[config.mk]
export PLATFORM = sky130hd
export DESIGN_NAME = dbi_tx_cmd_sequencer
export DESIGN_NICKNAME = d
export VERILOG_FILES = /design/src/rtl/dbi_tx_cmd_sequencer.sv
export SDC_FILE = /design/constraint.sdc
export NUM_CORES = 1
export LEC_CHECK = 0
export BUFFER_PORTS_ARGS = -buffer_cell sky130_fd_sc_hd__buf_2
export CAP_MARGIN = 20
export CORE_UTILIZATION = 35
export CTS_CLUSTER_DIAMETER = 150
export DETAILED_ROUTE_END_ITERATION = 8
export GPL_ROUTABILITY_DRIVEN = 0
export PLACE_DENSITY = 0.6
export RECOVER_POWER = 100
export SYNTH_ARGS = -nofsm -noshare
export SYNTH_HDL_FRONTEND = slang
export SYNTH_SLANG_ARGS = --single-unit
[constraint.sdc]
create_clock -name clk -period 6 [get_ports clk]
set_input_delay 0.9 -clock clk [delete_from_list [all_inputs] [get_ports clk]]
set_output_delay 0.9 -clock clk [all_outputs]
set_load 0.01 [all_outputs]
[src/rtl/dbi_tx_cmd_sequencer.sv]
// dbi_tx_cmd_sequencer
//   DBI TX command/pixel sequencer. Runs the display init once (SOFT_RST,
//   delay, DISP_ON), then per frame sends the column/row windows, optional
//   MADCTL and MEMORY WRITE, followed by FRAME_PIX_NUM pixels split into
//   bytes MSB first. The output is a registered {dcx, byte} valid/ready
//   stream.
//   Optional feature macro: DBI_TX_MADCTL_EN (adds the per-frame MADCTL
//   command and its parameter between SET_ROW and MEM_WR).
module dbi_tx_cmd_sequencer #(
    parameter int DATA_W        = 8,
    parameter int PIXEL_W       = 16,
    parameter int FRAME_PIX_NUM = 76800,
    parameter int PIX_CNT_W     = 17,
    parameter int RST_DLY_CYC   = 5000,
    parameter int DLY_CNT_W     = 16
) (
    input  logic               clk,
    input  logic               rst,
    input  logic               dbi_tx_start_i,
    input  logic [DATA_W-1:0]  addr_soft_rst_i,
    input  logic [DATA_W-1:0]  addr_disp_on_i,
    input  logic [DATA_W-1:0]  addr_col_i,
    input  logic [DATA_W-1:0]  addr_row_i,
    input  logic [DATA_W-1:0]  addr_acs_ctrl_i,
    input  logic [DATA_W-1:0]  addr_mem_wr_i,
    input  logic [DATA_W-1:0]  cmd_s_col_h_i,
    input  logic [DATA_W-1:0]  cmd_s_col_l_i,
    input  logic [DATA_W-1:0]  cmd_e_col_h_i,
    input  logic [DATA_W-1:0]  cmd_e_col_l_i,
    input  logic [DATA_W-1:0]  cmd_s_row_h_i,
    input  logic [DATA_W-1:0]  cmd_s_row_l_i,
    input  logic [DATA_W-1:0]  cmd_e_row_h_i,
    input  logic [DATA_W-1:0]  cmd_e_row_l_i,
    input  logic [DATA_W-1:0]  cmd_acs_ctrl_i,
    input  logic [PIXEL_W-1:0] pxl_data_i,
    input  logic               pxl_vld_i,
    output logic               pxl_rdy_o,
    output logic [DATA_W-1:0]  dbi_data_o,
    output logic               dbi_dcx_o,
    output logic               dbi_vld_o,
    input  logic               dbi_rdy_i,
    output logic               busy_o,
    output logic               frame_done_o
);
    localparam int NB   = PIXEL_W / DATA_W;
    localparam int PB_W = (NB > 1) ? $clog2(NB) : 1;

    typedef enum logic [3:0] {
        S_IDLE, S_SOFT_RST, S_RST_WAIT, S_DISP_ON, S_SET_COL, S_SET_ROW,
`ifdef DBI_TX_MADCTL_EN
        S_MADCTL,
`endif
        S_MEM_WR, S_PIXEL, S_DONE
    } state_t;

    state_t                      r_st, w_nxt_st, w_follow;
    logic [2:0]                  r_idx, w_nxt_idx, w_last_idx;
    logic                        r_vld, r_dcx, r_init_done;
    logic [DATA_W-1:0]           r_data, w_follow_op, w_pix_byte;
    logic [DLY_CNT_W-1:0]        r_dly_cnt;
    logic [DATA_W-1:0]           r_op_disp_on, r_op_col, r_op_row, r_op_mem_wr;
    logic [3:0][DATA_W-1:0]      r_col, r_row;
    logic [PIXEL_W-1:0]          r_pix;
    logic                        r_pix_full, r_pix_all;
    logic [PB_W-1:0]             r_pidx;
    logic [PIX_CNT_W-1:0]        r_pix_cnt;
    logic                        w_free, w_acc, w_pxl_acc;
    logic                        w_ld, w_drop, w_snap, w_set_init;
    logic                        w_pix_ld_hold, w_pix_ld_byp;
    logic [DATA_W:0]             w_ld_byte, w_param_byte;
`ifdef DBI_TX_MADCTL_EN
    logic [DATA_W-1:0]           r_op_acs, r_prm_acs;
`else
    logic                        w_unused_acs;
    assign w_unused_acs = &{1'b0, addr_acs_ctrl_i, cmd_acs_ctrl_i};
`endif

    assign w_free       = ~r_vld | dbi_rdy_i;
    assign w_acc        = r_vld & dbi_rdy_i;
    assign pxl_rdy_o    = (r_st == S_PIXEL) & ~r_pix_full & ~r_pix_all;
    assign w_pxl_acc    = pxl_vld_i & pxl_rdy_o;
    assign w_pix_byte   = DATA_W'(r_pix >> {PB_W'(NB - 1) - r_pidx, 3'b000});
    assign dbi_data_o   = r_data;
    assign dbi_dcx_o    = r_dcx;
    assign dbi_vld_o    = r_vld;
    assign busy_o       = (r_st != S_IDLE);
    assign frame_done_o = (r_st == S_DONE);

    // Command phase table: last byte index, successor phase, its opcode, next param byte
    always_comb begin
        w_last_idx   = 3'd0;
        w_follow     = S_IDLE;
        w_param_byte = {1'b1, r_col[r_idx[1:0]]};
        case (r_st)
            S_SOFT_RST: w_follow = S_RST_WAIT;
            S_DISP_ON:  w_follow = S_SET_COL;
            S_SET_COL:  begin w_last_idx = 3'd4; w_follow = S_SET_ROW; end
            S_SET_ROW: begin
                w_last_idx   = 3'd4;
                w_param_byte = {1'b1, r_row[r_idx[1:0]]};
`ifdef DBI_TX_MADCTL_EN
                w_follow     = S_MADCTL;
`else
                w_follow     = S_MEM_WR;
`endif
            end
`ifdef DBI_TX_MADCTL_EN
            S_MADCTL: begin
                w_last_idx   = 3'd1;
                w_follow     = S_MEM_WR;
                w_param_byte = {1'b1, r_prm_acs};
            end
`endif
            S_MEM_WR:   w_follow = S_PIXEL;
            default:    ;
        endcase
        case (w_follow)
            S_SET_COL: w_follow_op = r_op_col;
            S_SET_ROW: w_follow_op = r_op_row;
`ifdef DBI_TX_MADCTL_EN
            S_MADCTL:  w_follow_op = r_op_acs;
`endif
            S_MEM_WR:  w_follow_op = r_op_mem_wr;
            default:   w_follow_op = '0;
        endcase
    end

    // Next state and output-byte load decisions; a new byte loads on the cycle the old one is taken
    always_comb begin
        w_nxt_st      = r_st;
        w_nxt_idx     = r_idx;
        w_ld          = 1'b0;
        w_ld_byte     = '0;
        w_drop        = 1'b0;
        w_snap        = 1'b0;
        w_set_init    = 1'b0;
        w_pix_ld_hold = 1'b0;
        w_pix_ld_byp  = 1'b0;
        case (r_st)
            S_IDLE: if (dbi_tx_start_i) begin
                w_snap    = 1'b1;
                w_ld      = 1'b1;
                w_nxt_idx = '0;
                if (r_init_done) begin
                    w_nxt_st  = S_SET_COL;
                    w_ld_byte = {1'b0, addr_col_i};
                end else begin
                    w_nxt_st  = S_SOFT_RST;
                    w_ld_byte = {1'b0, addr_soft_rst_i};
                end
            end
            S_RST_WAIT: if (r_dly_cnt == DLY_CNT_W'(RST_DLY_CYC - 1)) begin
                w_nxt_st   = S_DISP_ON;
                w_ld       = 1'b1;
                w_ld_byte  = {1'b0, r_op_disp_on};
                w_set_init = 1'b1;
            end
            S_PIXEL: if (w_free) begin
                if (r_pix_full) begin
                    w_ld          = 1'b1;
                    w_pix_ld_hold = 1'b1;
                    w_ld_byte     = {1'b1, w_pix_byte};
                end else if (w_pxl_acc) begin
                    // MSB byte goes straight out so a new pixel costs no bubble
                    w_ld         = 1'b1;
                    w_pix_ld_byp = 1'b1;
                    w_ld_byte    = {1'b1, pxl_data_i[PIXEL_W-1 -: DATA_W]};
                end else begin
                    w_drop = 1'b1;
                    if (r_pix_all && r_vld)
                        w_nxt_st = S_DONE;
                end
            end
            S_DONE: w_nxt_st = S_IDLE;
            default: if (w_acc) begin
                if (r_idx == w_last_idx) begin
                    w_nxt_st  = w_follow;
                    w_nxt_idx = '0;
                    if (w_follow == S_RST_WAIT || w_follow == S_PIXEL) begin
                        w_drop = 1'b1;
                    end else begin
                        w_ld      = 1'b1;
                        w_ld_byte = {1'b0, w_follow_op};
                    end
                end else begin
                    w_nxt_idx = r_idx + 3'd1;
                    w_ld      = 1'b1;
                    w_ld_byte = w_param_byte;
                end
            end
        endcase
    end

    // State and byte-index register
    always_ff @(posedge clk or posedge rst) begin
        if (rst) begin
            r_st  <= S_IDLE;
            r_idx <= '0;
        end else begin
            r_st  <= w_nxt_st;
            r_idx <= w_nxt_idx;
        end
    end

    // Output byte register; holds while valid and not ready
    always_ff @(posedge clk or posedge rst) begin
        if (rst) begin
            r_vld  <= 1'b0;
            r_dcx  <= 1'b0;
            r_data <= '0;
        end else if (w_ld) begin
            r_vld  <= 1'b1;
            r_dcx  <= w_ld_byte[DATA_W];
            r_data <= w_ld_byte[DATA_W-1:0];
        end else if (w_drop) begin
            r_vld  <= 1'b0;
        end
    end

    // Init-done flag and post-SOFT_RST delay counter
    always_ff @(posedge clk or posedge rst) begin
        if (rst) begin
            r_init_done <= 1'b0;
            r_dly_cnt   <= '0;
        end else begin
            if (w_set_init)
                r_init_done <= 1'b1;
            r_dly_cnt <= (r_st == S_RST_WAIT) ? r_dly_cnt + DLY_CNT_W'(1) : '0;
        end
    end

    // Snapshot of opcode/param inputs when a frame starts
    always_ff @(posedge clk or posedge rst) begin
        if (rst) begin
            r_op_disp_on <= '0;
            r_op_col     <= '0;
            r_op_row     <= '0;
            r_op_mem_wr  <= '0;
            r_col        <= '0;
            r_row        <= '0;
`ifdef DBI_TX_MADCTL_EN
            r_op_acs     <= '0;
            r_prm_acs    <= '0;
`endif
        end else if (w_snap) begin
            r_op_disp_on <= addr_disp_on_i;
            r_op_col     <= addr_col_i;
            r_op_row     <= addr_row_i;
            r_op_mem_wr  <= addr_mem_wr_i;
            r_col        <= {cmd_e_col_l_i, cmd_e_col_h_i, cmd_s_col_l_i, cmd_s_col_h_i};
            r_row        <= {cmd_e_row_l_i, cmd_e_row_h_i, cmd_s_row_l_i, cmd_s_row_h_i};
`ifdef DBI_TX_MADCTL_EN
            r_op_acs     <= addr_acs_ctrl_i;
            r_prm_acs    <= cmd_acs_ctrl_i;
`endif
        end
    end

    // Pixel holding register, byte index and per-frame pixel count
    always_ff @(posedge clk or posedge rst) begin
        if (rst) begin
            r_pix      <= '0;
            r_pix_full <= 1'b0;
            r_pidx     <= '0;
            r_pix_cnt  <= '0;
            r_pix_all  <= 1'b0;
        end else begin
            if (w_pxl_acc) begin
                r_pix <= pxl_data_i;
                if (w_pix_ld_byp) begin
                    r_pix_full <= (NB > 1);
                    r_pidx     <= PB_W'(1);
                end else begin
                    r_pix_full <= 1'b1;
                    r_pidx     <= '0;
                end
                if (r_pix_cnt == PIX_CNT_W'(FRAME_PIX_NUM - 1)) begin
                    r_pix_cnt <= '0;
                    r_pix_all <= 1'b1;
                end else begin
                    r_pix_cnt <= r_pix_cnt + PIX_CNT_W'(1);
                end
            end else if (w_pix_ld_hold) begin
                if (r_pidx == PB_W'(NB - 1)) begin
                    r_pix_full <= 1'b0;
                    r_pidx     <= '0;
                end else begin
                    r_pidx <= r_pidx + PB_W'(1);
                end
            end
            if (r_st == S_DONE)
                r_pix_all <= 1'b0;
        end
    end

endmodule

* After elaboration in Yosys (flattened, before gate mapping)
Index checks and enable logic that the tools add are counted.
** Operators by class
- $add $sub $neg :: 5
- Order comparisons :: 1
- Equal/unequal tests :: 22
- Shift operators :: 1
- Multiplexer cells :: 70
- Bitwise gates (word level) :: 9
- Reductions and logical operators :: 19
** Operator list (number)
- $mux 8 :: 7
- $mux 9 :: 5
- $pmux 9 s4 :: 1
- $mux 1 :: 34
- $bmux 8 s2 :: 2
- $eq 4x3->1 const B :: 8
- $mux 4 :: 8
- $pmux 8 s3 :: 1
- $add 17x1->17 const B :: 1
- $eq 17x17->1 const B :: 1
- $mux 17 :: 1
- $add 16x1->16 const B :: 1
- $eq 16x13->1 const B :: 1
- $mux 16 :: 1
- $pmux 4 s4 :: 1
- $shr 16x4->8 :: 1
- $mux 3 :: 5
- $pmux 3 s5 :: 1
- $eq 4x2->1 const B :: 3
- $reduce_bool 2->1 :: 6
- $ne 2x2->1 const B :: 5
- $reduce_bool 5->1 :: 2
- $reduce_and 8->1 :: 1
- $pmux 3 s2 :: 1
- 21 further kinds :: 29
** Storage, ports and cells
- Register bits :: 166
- Input bits :: 141
- Output and inout port bits :: 13
- Word-level logic and storage cells :: 151

* Logic depth before layout (Yosys ltp)
Gate-level depths: netlist (run 1).
- Depth after elaboration :: 10
- Gate-level depth with buffers :: 12
- Mapped depth without buffers :: 8

* Worst setup path before layout (run 1)
No wires, ideal clock.
- Kind :: register to register
- Start point :: register r_idx[1]
- End point :: register r_data[3], in the netlist dbi_data_o[3]
- Library setup time :: 82 ps
- Arrival time :: 2589 ps
- Data required time :: 5918 ps
- Slack :: 3329 ps
- Cell stages (with the launch flop) :: 11
- Path buffers :: 2
- Period minus slack after synthesis :: 2671 ps
- Cells stage by stage :: dfrtp_1 -> clkbuf_1 -> clkbuf_1 -> inv_1 -> ha_1 -> and2_1 -> mux2i_1 -> nand2_1 -> o22ai_1 -> o21ai_0 -> a31oi_1
** On the way
- Cells in the longest elaborated chain, start to end :: 6
- Elaborated cells on any way between the ends :: 12
- Those cells by class :: 1 x eq/ne; 11 x mux
** Ends and longest elaborated chain
- start: declaration :: line 57 : logic [2:0] r_idx, w_nxt_idx, w_last_idx;
- start signal: assignment :: line 201 : r_idx <= w_nxt_idx;
- $bmux 8 s2 (on tied branches) :: line 93, 100
- $mux 8 (on tied branches) :: line 93, 100
- $mux 8 :: line 94 : case (r_st)
- $mux 9 :: line 176 : if (r_idx == w_last_idx) begin
- $mux 9 :: line 175 : default: if (w_acc) begin
- $pmux 9 s4 :: line 139 : case (r_st)
- end signal: assignment :: line 214 : r_data <= w_ld_byte[DATA_W-1:0];
- end: declaration :: line 59 : logic [DATA_W-1:0] r_data, w_follow_op, w_pix_byte;
Several ways; a longest one is shown, not always the timed one. The select of a mux whose other input is x is not followed.
A chain may end at the register's enable or synchronous reset.

* Final worst setup path (run 1)
- Start point :: register r_st[0]
- End point :: register r_idx[0]
** On the way
- Cells in the longest elaborated chain, start to end :: 7
- Elaborated cells on any way between the ends :: 17
- Those cells by class :: 7 x eq/ne; 4 x mux; 1 x bitwise; 5 x reduce/logical
** Ends and longest elaborated chain
- start: declaration :: line 56 : state_t r_st, w_nxt_st, w_follow;
- start signal: assignment :: line 200 : r_st <= w_nxt_st;
- $eq 4x3->1 :: line 94
- $reduce_or 2->1 (no source line)
- $mux 3 :: line 94
- $eq 3x3->1 :: line 176
- $mux 3 :: line 176
- $mux 3 :: line 175
- $pmux 3 s2 :: line 139
Several ways; a longest one is shown, not always the timed one. The select of a mux whose other input is x is not followed.

==> impl_metrics.env, run 1 <==
export IMPL_fin_crit_sh=0.673
export IMPL_crit_path_end_kind="flip-flop"
export IMPL_layout_common_cells="nand2_1, dfrtp_1, buf_2"
export IMPL_dp_slack_ps=2630
export IMPL_synthCells=871
export IMPL_antenna_found_initial=1
export IMPL_cts_tree="yes"
export IMPL_grt_pass1_vias=6240
export IMPL_path_class="flip-flop to flip-flop"
export IMPL_grt_max_degree=98
export IMPL_ys_types=52
export IMPL_clk_latency_ps=440
export IMPL_r2r_end="r_idx[0]"
export IMPL_cts_setup_buffers=0
export IMPL_peakVddDrop_v=0.000200
export IMPL_die_h_um=152
export IMPL_drv_cap=4
export IMPL_setup_tns_ps=0
export IMPL_finalInstanceArea_um2=9370
export IMPL_dr_total_vias=6205
export IMPL_post_cts_resized=0
export IMPL_outcome="finished, violations left"
export IMPL_ys_seq_area_frac=0.525
export IMPL_drv_slew=222
export IMPL_cts_htree_levels=4
export IMPL_first_pass_iters=8
export IMPL_worstRegToRegCells=4
export IMPL_wire_per_inst_um=15.2
export IMPL_timing_final_ws_setup_ps=1960
export IMPL_start_util=0.359
export IMPL_finalNetCount=1133
export IMPL_numPortBuffers=137
export IMPL_fillers=2232
export IMPL_drc=8
export IMPL_reg2reg_from="r_st[0]"
export IMPL_track_usage=0.176
export IMPL_worstHoldStart="r_pix_cnt[6]"
export IMPL_setup_viol=0
export IMPL_r2r_slack_ps=1960
export IMPL_grt_overflow=0
export IMPL_yosysWarnings=0
export IMPL_syn_avg_cell_area_um2=9.09
export IMPL_drtIter0Drc=273
export IMPL_holdBufCountCts=0
export IMPL_report_final_hold_viol_count=0
export IMPL_synth_edf_count=0
export IMPL_period_needed_ps=4040
export IMPL_die_x_um=152
export IMPL_ff_latch_area_um2=4150
export IMPL_synth_seq_cells=166
export IMPL_worstPathRequired_ps=6290
export IMPL_hold_depth=1
export IMPL_hold_path_end="r_pix_cnt[6]"
export IMPL_max_freq_mhz=248
export IMPL_avgViaCountPerCell=4.84
export IMPL_cp_max_fo=97
export IMPL_ios=154
export IMPL_arrival_ps=4330
export IMPL_synth_ff_type="dfrtp_1"
export IMPL_utilization=0.426
export IMPL_leakagePower_nw=4.58
export IMPL_worst_slew_pin_slew_ps=3340
export IMPL_async_flop_share=1.00
export IMPL_multi_input_area_um2=3470
export IMPL_p_per_area_nw_per_um2=468
export IMPL_violations="DRC, capacitance limit, slew limit"
export IMPL_syn_nets=1016
export IMPL_layout_drive_gt1_share=0.198
export IMPL_grt_pass1_wl_um=32300
export IMPL_syn_to_final_growth_pct=18.4
export IMPL_place_area_um2=8810
export IMPL_final_common_cell="nand2_1"
export IMPL_numCtsBuffers=17
export IMPL_clkTransAtPathRegs_ps=60
export IMPL_root_buffer="clkbuf_16"
export IMPL_rsz0062_at_grt="no"
export IMPL_rows=54
export IMPL_clockBufferDepth=2
export IMPL_hold_path_class="flip-flop to flip-flop"
export IMPL_design_die_area_um2=23200
export IMPL_fin_skew_ps=15.2
export IMPL_slew_headroom=-1.23
export IMPL_syn_cell_area_um2=7920
export IMPL_wirelength_um=19500
export IMPL_design_core_area_um2=22000
export IMPL_final_antenna_net_count=0
export IMPL_dp_hpwl_um=13300
export IMPL_start_kind="flip-flop"
export IMPL_clock_sinks=166
-- cell type report --
class                           instances  area share
Tap cell                              280      0.0374
Multi-Input combinational cell        643       0.371
Clock buffer                           18      0.0458
Inverter                               17     0.00694
Antenna cell                            2    0.000534
Clock inverter                         14      0.0202
Sequential cell                       166       0.443
Timing Repair Buffer                  143      0.0753
-- per-layer routing --
metal / vias to the layer above / global-route usage / wire, um
met5: - / 0 / 0
met4: 0 / 0.0564 / 206
li1: 3121 / - / -
met2: 132 / 0.271 / 9010
met1: 2937 / 0.248 / 9310
met3: 15 / 0.0381 / 980
-- worst max-delay path, stage by stage, from the launching register on --
cell and delay, ps:
dfrtp_1 570, nor4_1 540, nand2_1 1900, nand3_1 630, o21ai_0 160
-- cell families after synthesis --
family          count (synthesis)  synth area share
simple gates                  490             0.260
flops                         166             0.525
compound gates                 83            0.0676
buf+inv                        62            0.0340
mux                            43            0.0823
xor+xnor                       23            0.0254
fa+ha+maj                       4           0.00632
-- registers in the layout, summed over array words and instances (netlist names) --
name	cells
r_idx	3
dbi_dcx_o	1
r_row	32
r_pix	16
r_pix_cnt	17
r_op_mem_wr	8
r_op_col	8
r_pix_full	1
dbi_vld_o	1
dbi_data_o	8
r_op_row	8
r_pix_all	1
r_op_disp_on	8
r_col	32
r_init_done	1
r_pidx	1
r_dly_cnt	16
r_st	4
-- how the worst max path moves through the flow --
stage	from	end	slack, ps	depth (start not counted)
floorplan	rst	dbi_data_o[0]	610	1
global placement	r_idx[1]	dbi_data_o[5]	2650	8
detailed placement	r_st[0]	r_idx[2]	2630	7
CTS	r_idx[1]	dbi_data_o[5]	2600	8
global route	r_st[0]	r_idx[0]	1540	4
finish	r_st[0]	r_idx[0]	1960	4
-- where the power goes --
part | total, W | internal, W | switching [W]
Clock | 0.00115 | 0.000667 | 0.000486
Sequential | 0.00186 | 0.00155 | 0.000309
Combinational | 0.00138 | 0.000600 | 0.000780
-- synth_stat cells (3+ instances only) --
| cell type | count | share of area |
|---|---|---|
| buf_2 | 14 | 0.0088 |
| mux2_2 | 17 | 0.024 |
| nand2_1 | 376 | 0.18 |
| ha_1 | 4 | 0.0063 |
| xnor2_1 | 11 | 0.012 |
| and2_1 | 3 | 0.0024 |
| o22ai_1 | 10 | 0.0079 |
| mux4_2 | 16 | 0.046 |
| nor3_1 | 5 | 0.0032 |
| a22o_1 | 3 | 0.0033 |
| mux2i_1 | 10 | 0.013 |
| nor2b_1 | 6 | 0.0047 |
| clkbuf_1 | 26 | 0.012 |
| xor2_1 | 12 | 0.013 |
| a221oi_1 | 9 | 0.010 |
| a31oi_1 | 9 | 0.0071 |
| a21oi_1 | 16 | 0.010 |
| inv_1 | 16 | 0.0076 |
| nand3_1 | 15 | 0.0095 |
| a22oi_1 | 8 | 0.0076 |
| or4_1 | 3 | 0.0028 |
| nand2b_1 | 5 | 0.0040 |
| nand4_1 | 10 | 0.0079 |
| nor4_1 | 4 | 0.0032 |
| nor2_1 | 43 | 0.020 |
| dfrtp_1 | 166 | 0.52 |
| or3_1 | 5 | 0.0040 |
| o21ai_0 | 19 | 0.012 |
-- per-stage QoR --
stage | instances | hold WS, ps | total power, W
after detailed placement | 1248 | 460 | 0.00328
after CTS | 1280 | 478 | 0.00445
after global placement | 1248 | 448 | 0.00324
after global routing | 1281 | 489 | 0.00473
after floorplan | 871 | 433 | 0.00288
final | 1283 | 473 | 0.00439
Power figures use the tool's default switching activity.
==> run 2, diff against run 1 <==
--- a/config.mk
+++ b/config.mk
@@ -11,7 +11,7 @@
 export CTS_CLUSTER_DIAMETER = 150
 export DETAILED_ROUTE_END_ITERATION = 8
 export GPL_ROUTABILITY_DRIVEN = 0
-export PLACE_DENSITY = 0.6
+export PLACE_DENSITY = 0.62
 export RECOVER_POWER = 100
 export SYNTH_ARGS = -nofsm -noshare
 export SYNTH_HDL_FRONTEND = slang
==> constraint.sdc (replaced) <==
create_clock -name clk -period 3.5 [get_ports clk]
set_input_delay 0.525 -clock clk [delete_from_list [all_inputs] [get_ports clk]]
set_output_delay 0.525 -clock clk [all_outputs]
set_load 0.01 [all_outputs]
==> run 2 against run 1 <==
Final area fell by 0.12%. Maximum frequency rose by 40%. Via count up 1.5%. Highest routed layer is now met5. The run still ends with DRC, capacitance limit, slew limit left. Setup slack got worse by 1300 ps. Non-clock buffer count up 6. Largest power group unchanged.
==> impl_metrics.env, run 2 (same netlist as run 1, synthesis figures left out) <==
export IMPL_die_x_um=152
export IMPL_worstRegToRegCells=6
export IMPL_finalNonFillerCells=1289
export IMPL_hold_path_class="input pin to flip-flop"
export IMPL_first_pass_iters=7
export IMPL_drc=14
export IMPL_rsz0062_at_grt="no"
export IMPL_grt_overflow=0
export IMPL_fin_crit_sh=0.825
export IMPL_wirelength_um=19500
export IMPL_drtIter0Drc=365
export IMPL_cp_max_fo=16
export IMPL_leakagePower_nw=4.59
export IMPL_post_cts_resized=0
export IMPL_die_h_um=152
export IMPL_finalNetCount=1139
export IMPL_critPathCapture="dbi_data_o[3]"
export IMPL_p_per_area_nw_per_um2=791
export IMPL_r2r_end="dbi_data_o[3]"
export IMPL_track_usage=0.177
export IMPL_worst_slew_pin_slew_ps=2320
export IMPL_crit_start="r_st[2]"
export IMPL_drv_slew=265
export IMPL_drv_cap=2
export IMPL_wl_met1_um=9360
export IMPL_path_class="flip-flop to flip-flop"
export IMPL_antenna_found_initial=4
export IMPL_grt_max_degree=167
export IMPL_peakVddDrop_v=0.000337
export IMPL_final_antenna_net_count=0
export IMPL_routed_top_layer="met5"
export IMPL_ios=154
export IMPL_clkTransAtPathRegs_ps=70
export IMPL_met2_length_um=8980
export IMPL_cts_setup_buffers=0
export IMPL_final_common_cell="nand2_1"
export IMPL_dr_total_vias=6299
export IMPL_arrival_ps=3230
export IMPL_layout_drive_gt1_share=0.200
export IMPL_report_final_hold_viol_count=0
export IMPL_numCtsBuffers=17
export IMPL_start_util=0.359
export IMPL_cts_htree_levels=4
export IMPL_design_die_area_um2=23200
export IMPL_worstPathRequired_ps=3850
export IMPL_multi_input_area_um2=3480
export IMPL_wire_per_inst_um=15.1
export IMPL_setup_tns_ps=0
export IMPL_numPortBuffers=137
export IMPL_power_w=0.00740
export IMPL_holdBufCountCts=0
export IMPL_grt_pass1_wl_um=32400
export IMPL_clock_sinks=166
export IMPL_start_kind="flip-flop"
export IMPL_hold_slack_ps=282
export IMPL_clockBufferDepth=2
export IMPL_max_freq_mhz=346
export IMPL_syn_to_final_growth_pct=18.2
export IMPL_cts_tree="yes"
export IMPL_wl_met3_um=910
export IMPL_avgViaCountPerCell=4.89
export IMPL_fillers=2271
export IMPL_outcome="finished, violations left"
export IMPL_ff_latch_area_um2=4150
export IMPL_root_buffer="clkbuf_16"
export IMPL_crit_path_end_kind="flip-flop"
export IMPL_grt_pass1_vias=6248
export IMPL_period_needed_ps=2890
export IMPL_setup_viol=0
export IMPL_dp_hpwl_um=13000
export IMPL_r2r_slack_ps=610
export IMPL_layout_common_cells="nand2_1, dfrtp_1, buf_2"
export IMPL_violations="DRC, capacitance limit, slew limit"
export IMPL_reg_top3="r_col (32), r_row (32), r_pix_cnt (17)"
export IMPL_dpl_cell_count=1255
export IMPL_clk_latency_ps=430
export IMPL_design_core_area_um2=22000
export IMPL_fin_skew_ps=9.82
export IMPL_slew_headroom=-0.548
export IMPL_rows=54
export IMPL_reg2reg_from="r_st[2]"
[run 2: power by group]
| group | switching [W] | leakage (nW) | internal (W) |
|---|---|---|---|
| sequential | 0.000487 | 2.11 | 0.00266 |
| clock | 0.000815 | 0.265 | 0.000990 |
| combinational | 0.00141 | 2.21 | 0.00104 |
| total | 0.00271 | 4.59 | 0.00469 |
[run 2: how the worst min path moves through the flow]
stage	start	to	slack [ps]	cells past startpoint
5_1_grt	pxl_data_i[0]	r_pix[0]	270	3
2_1_floorplan	r_dly_cnt[0]	r_dly_cnt[0]	430	1
3_3_place_gp	r_dly_cnt[0]	r_dly_cnt[0]	440	1
6_report	cmd_e_col_l_i[3]	r_col[27]	280	3
3_5_place_dp	r_pix[9]	r_pix[9]	460	2
4_1_cts	cmd_e_row_l_i[5]	r_row[29]	260	3
[run 2: metrics by stage]
stage | util | setup slack [ps] | area [um2]
6_report | 0.425 | 614 | 9360
3_3_place_gp | 0.403 | 745 | 8880
2_1_floorplan | - | 829 | 7920
4_1_cts | 0.428 | 731 | 9440
3_5_place_dp | 0.403 | 738 | 8880
5_1_grt | 0.425 | 303 | 9360
[run 2: layer usage]
metal | vias up | track usage
met3 | 15 | 0.0432
met4 | 4 | 0.0539
met5 | - | 0
met2 | 116 | 0.273
li1 | 3138 | -
met1 | 3026 | 0.245
[run 2: final cells by class]
type	instances	share of cell area
Sequential cell	166	0.444
Multi-Input combinational cell	643	0.372
Timing Repair Buffer	149	0.0799
Clock buffer	19	0.0462
Tap cell	280	0.0374
Clock inverter	13	0.0132
Inverter	17	0.00722
Antenna cell	2	0.000535
[run 2: critical path, cell delays in order (launching register included)]
cell and delay (ps):
dfrtp_1 610, nand4b_4 220, nor4b_2 1160, nand2_1 230, a21oi_1 300, a221oi_1 80
a31oi_1 200
==> run 3, diff against run 2 <==
--- a/config.mk
+++ b/config.mk
@@ -11,7 +11,7 @@
 export CTS_CLUSTER_DIAMETER = 150
 export DETAILED_ROUTE_END_ITERATION = 8
 export GPL_ROUTABILITY_DRIVEN = 0
-export PLACE_DENSITY = 0.62
+export PLACE_DENSITY = 0.6
 export RECOVER_POWER = 100
 export SYNTH_ARGS = -nofsm -noshare
 export SYNTH_HDL_FRONTEND = slang
==> constraint.sdc (replaced) <==
create_clock -name clk -period 3 [get_ports clk]
set_input_delay 0.45 -clock clk [delete_from_list [all_inputs] [get_ports clk]]
set_output_delay 0.45 -clock clk [all_outputs]
set_load 0.01 [all_outputs]
==> run 3 against run 2 <==
The run ends with DRC left. Die area unchanged. Maximum frequency up 12%. Clock skew about the same. Count of clock-buffer cells in the layout down 1. Highest routed layer unchanged. Cell count up 0.47%. Combinational power up 20%. Critical path depth up 1. Setup slack worse by 180 ps. Total power up 20%.
==> impl_metrics.env, run 3 (same netlist as run 1, synthesis figures left out) <==
export IMPL_fin_skew_ps=9.39
export IMPL_dp_hpwl_um=13500
export IMPL_cts_tree="yes"
export IMPL_place_area_um2=8950
export IMPL_dpl_cell_count=1260
export IMPL_grt_overflow=0
export IMPL_layout_drive_gt1_share=0.205
export IMPL_rsz0062_at_grt="no"
export IMPL_peakVddDrop_v=0.000446
export IMPL_hold_depth=3
export IMPL_worstHoldStart="cmd_e_col_l_i[0]"
export IMPL_grt_max_degree=107
export IMPL_timing_final_ws_setup_ps=430
export IMPL_grt_pass1_wl_um=32200
export IMPL_die_x_um=152
export IMPL_numPortBuffers=137
export IMPL_violations="DRC"
export IMPL_reg2reg_from="r_st[2]"
export IMPL_r2r_slack_ps=430
export IMPL_antenna_found_initial=3
export IMPL_design_die_area_um2=23200
export IMPL_layout_common_cells="nand2_1, dfrtp_1, buf_2"
export IMPL_design_core_area_um2=22000
export IMPL_leakagePower_nw=4.66
export IMPL_drtIter0Drc=322
export IMPL_clkTransAtPathRegs_ps=70
export IMPL_crit_chain="nand4b_4, or4b_1, a21boi_2, or4_1, buf_12, nor2_1, a31oi_1"
export IMPL_worstPathRequired_ps=3350
export IMPL_worstRegToRegCells=7
export IMPL_track_usage=0.175
export IMPL_numCtsBuffers=17
export IMPL_start_util=0.359
export IMPL_reg_top3="r_col (32), r_row (32), r_pix_cnt (17)"
export IMPL_die_h_um=152
export IMPL_finalNetCount=1145
export IMPL_root_buffer="clkbuf_16"
export IMPL_finalNonFillerCells=1295
export IMPL_cp_max_fo=14
export IMPL_ff_latch_area_um2=4150
export IMPL_period_needed_ps=2570
export IMPL_hold_path_class="input pin to flip-flop"
export IMPL_hold_path_end="r_col[24]"
export IMPL_finalInstanceArea_um2=9500
export IMPL_clock_sinks=166
export IMPL_dp_slack_ps=385
export IMPL_worst_slew_pin_slew_ps=1130
export IMPL_fillers=2233
export IMPL_path_class="flip-flop to flip-flop"
export IMPL_drv_slew=0
export IMPL_final_common_cell="nand2_1"
export IMPL_utilization=0.431
export IMPL_clk_latency_ps=430
export IMPL_multi_input_area_um2=3490
export IMPL_wire_per_inst_um=14.9
export IMPL_p_per_area_nw_per_um2=936
export IMPL_first_pass_iters=7
export IMPL_fin_crit_sh=0.857
export IMPL_slew_headroom=0.247
export IMPL_report_final_hold_viol_count=0
export IMPL_setup_tns_ps=0
export IMPL_crit_path_end_kind="flip-flop"
export IMPL_setup_viol=0
export IMPL_dr_total_vias=6270
export IMPL_r2r_end="dbi_data_o[6]"
export IMPL_drc=6
export IMPL_ios=154
export IMPL_max_freq_mhz=389
export IMPL_cp_slowest_cell="or4b_1"
export IMPL_arrival_ps=2920
export IMPL_clockBufferDepth=2
export IMPL_grt_pass1_vias=6301
export IMPL_rows=54
export IMPL_avgViaCountPerCell=4.84
export IMPL_start_kind="flip-flop"
export IMPL_final_antenna_net_count=0
export IMPL_cts_htree_levels=4
export IMPL_outcome="finished, violations left"
export IMPL_syn_to_final_growth_pct=20.0
export IMPL_slowest_delay_ps=770
export IMPL_drv_cap=0
export IMPL_wirelength_um=19300
==> run 3: cell types whose count changed in the layout (fill, tap and decap cells not counted), sizes merged <==
cell,previous run,this run
dlygate4sd3,0,1
clkbuf,37,38
bufinv,1,3
inv,20,22
buf,131,134
clkinv,5,4
clkinvlp,4,2
==> run 3: power breakdown <==
group | switching [W] | leakage, nW | internal, W
clock network | 0.000973 | 0.299 | 0.00134
registers | 0.000533 | 2.11 | 0.00310
logic | 0.00168 | 2.25 | 0.00126
total | 0.00319 | 4.66 | 0.00570
==> run 3: routing by layer <==
metal | global-route usage | wire length (um) | vias to the layer above
met5 | 0 | 13 | -
met4 | 0.0403 | 111 | 2
met3 | 0.0461 | 989 | 10
met2 | 0.276 | 8950 | 140
met1 | 0.242 | 9210 | 2970
li1 | - | - | 3148
==> run 3: worst max-delay path by stage <==
stage | startpoint | endpoint | slack, ps | cells after the start
after floorplan | r_idx[1] | dbi_data_o[3] | 330 | 10
after global placement | r_st[2] | dbi_data_o[3] | 450 | 7
after detailed placement | r_st[2] | dbi_data_o[6] | 380 | 7
after CTS | r_st[2] | dbi_data_o[6] | 370 | 7
after global routing | r_st[2] | r_pix_cnt[9] | 200 | 6
final | r_st[2] | dbi_data_o[6] | 430 | 7
==> run 3: cell type report <==
class                           instances  area share
Multi-Input combinational cell        643       0.368
Antenna cell                            2    0.000527
Timing Repair Buffer                  155      0.0856
Clock inverter                         14      0.0198
Inverter                               17     0.00685
Sequential cell                       166       0.437
Tap cell                              280      0.0369
Clock buffer                           18      0.0452
==> run 3: per-stage QoR <==
stage / power, W / hold slack (ps)
2_1_floorplan: 0.00577 / 433
3_3_place_gp: 0.00662 / 448
3_5_place_dp: 0.00671 / 453
4_1_cts: 0.00905 / 185
5_1_grt: 0.00954 / 192
6_report: 0.00889 / 205
==> run 3: what timing repair did <==
action | 4_1_cts | 5_1_grt
endpoints found under the hold margin | 12 | 0
buffers inserted | 0 | 0
hold buffers | 1 | 0
gates resized for setup | 0 | 0
==> run 3: critical path, delay by kind of cell, from the launching register on <==
family | cells | cell delay [ps]
and+or+nand+nor | 4 | 1290
DFF | 1 | 620
buffers and inverters | 1 | 170
AOI/OAI and AO/OA | 2 | 410
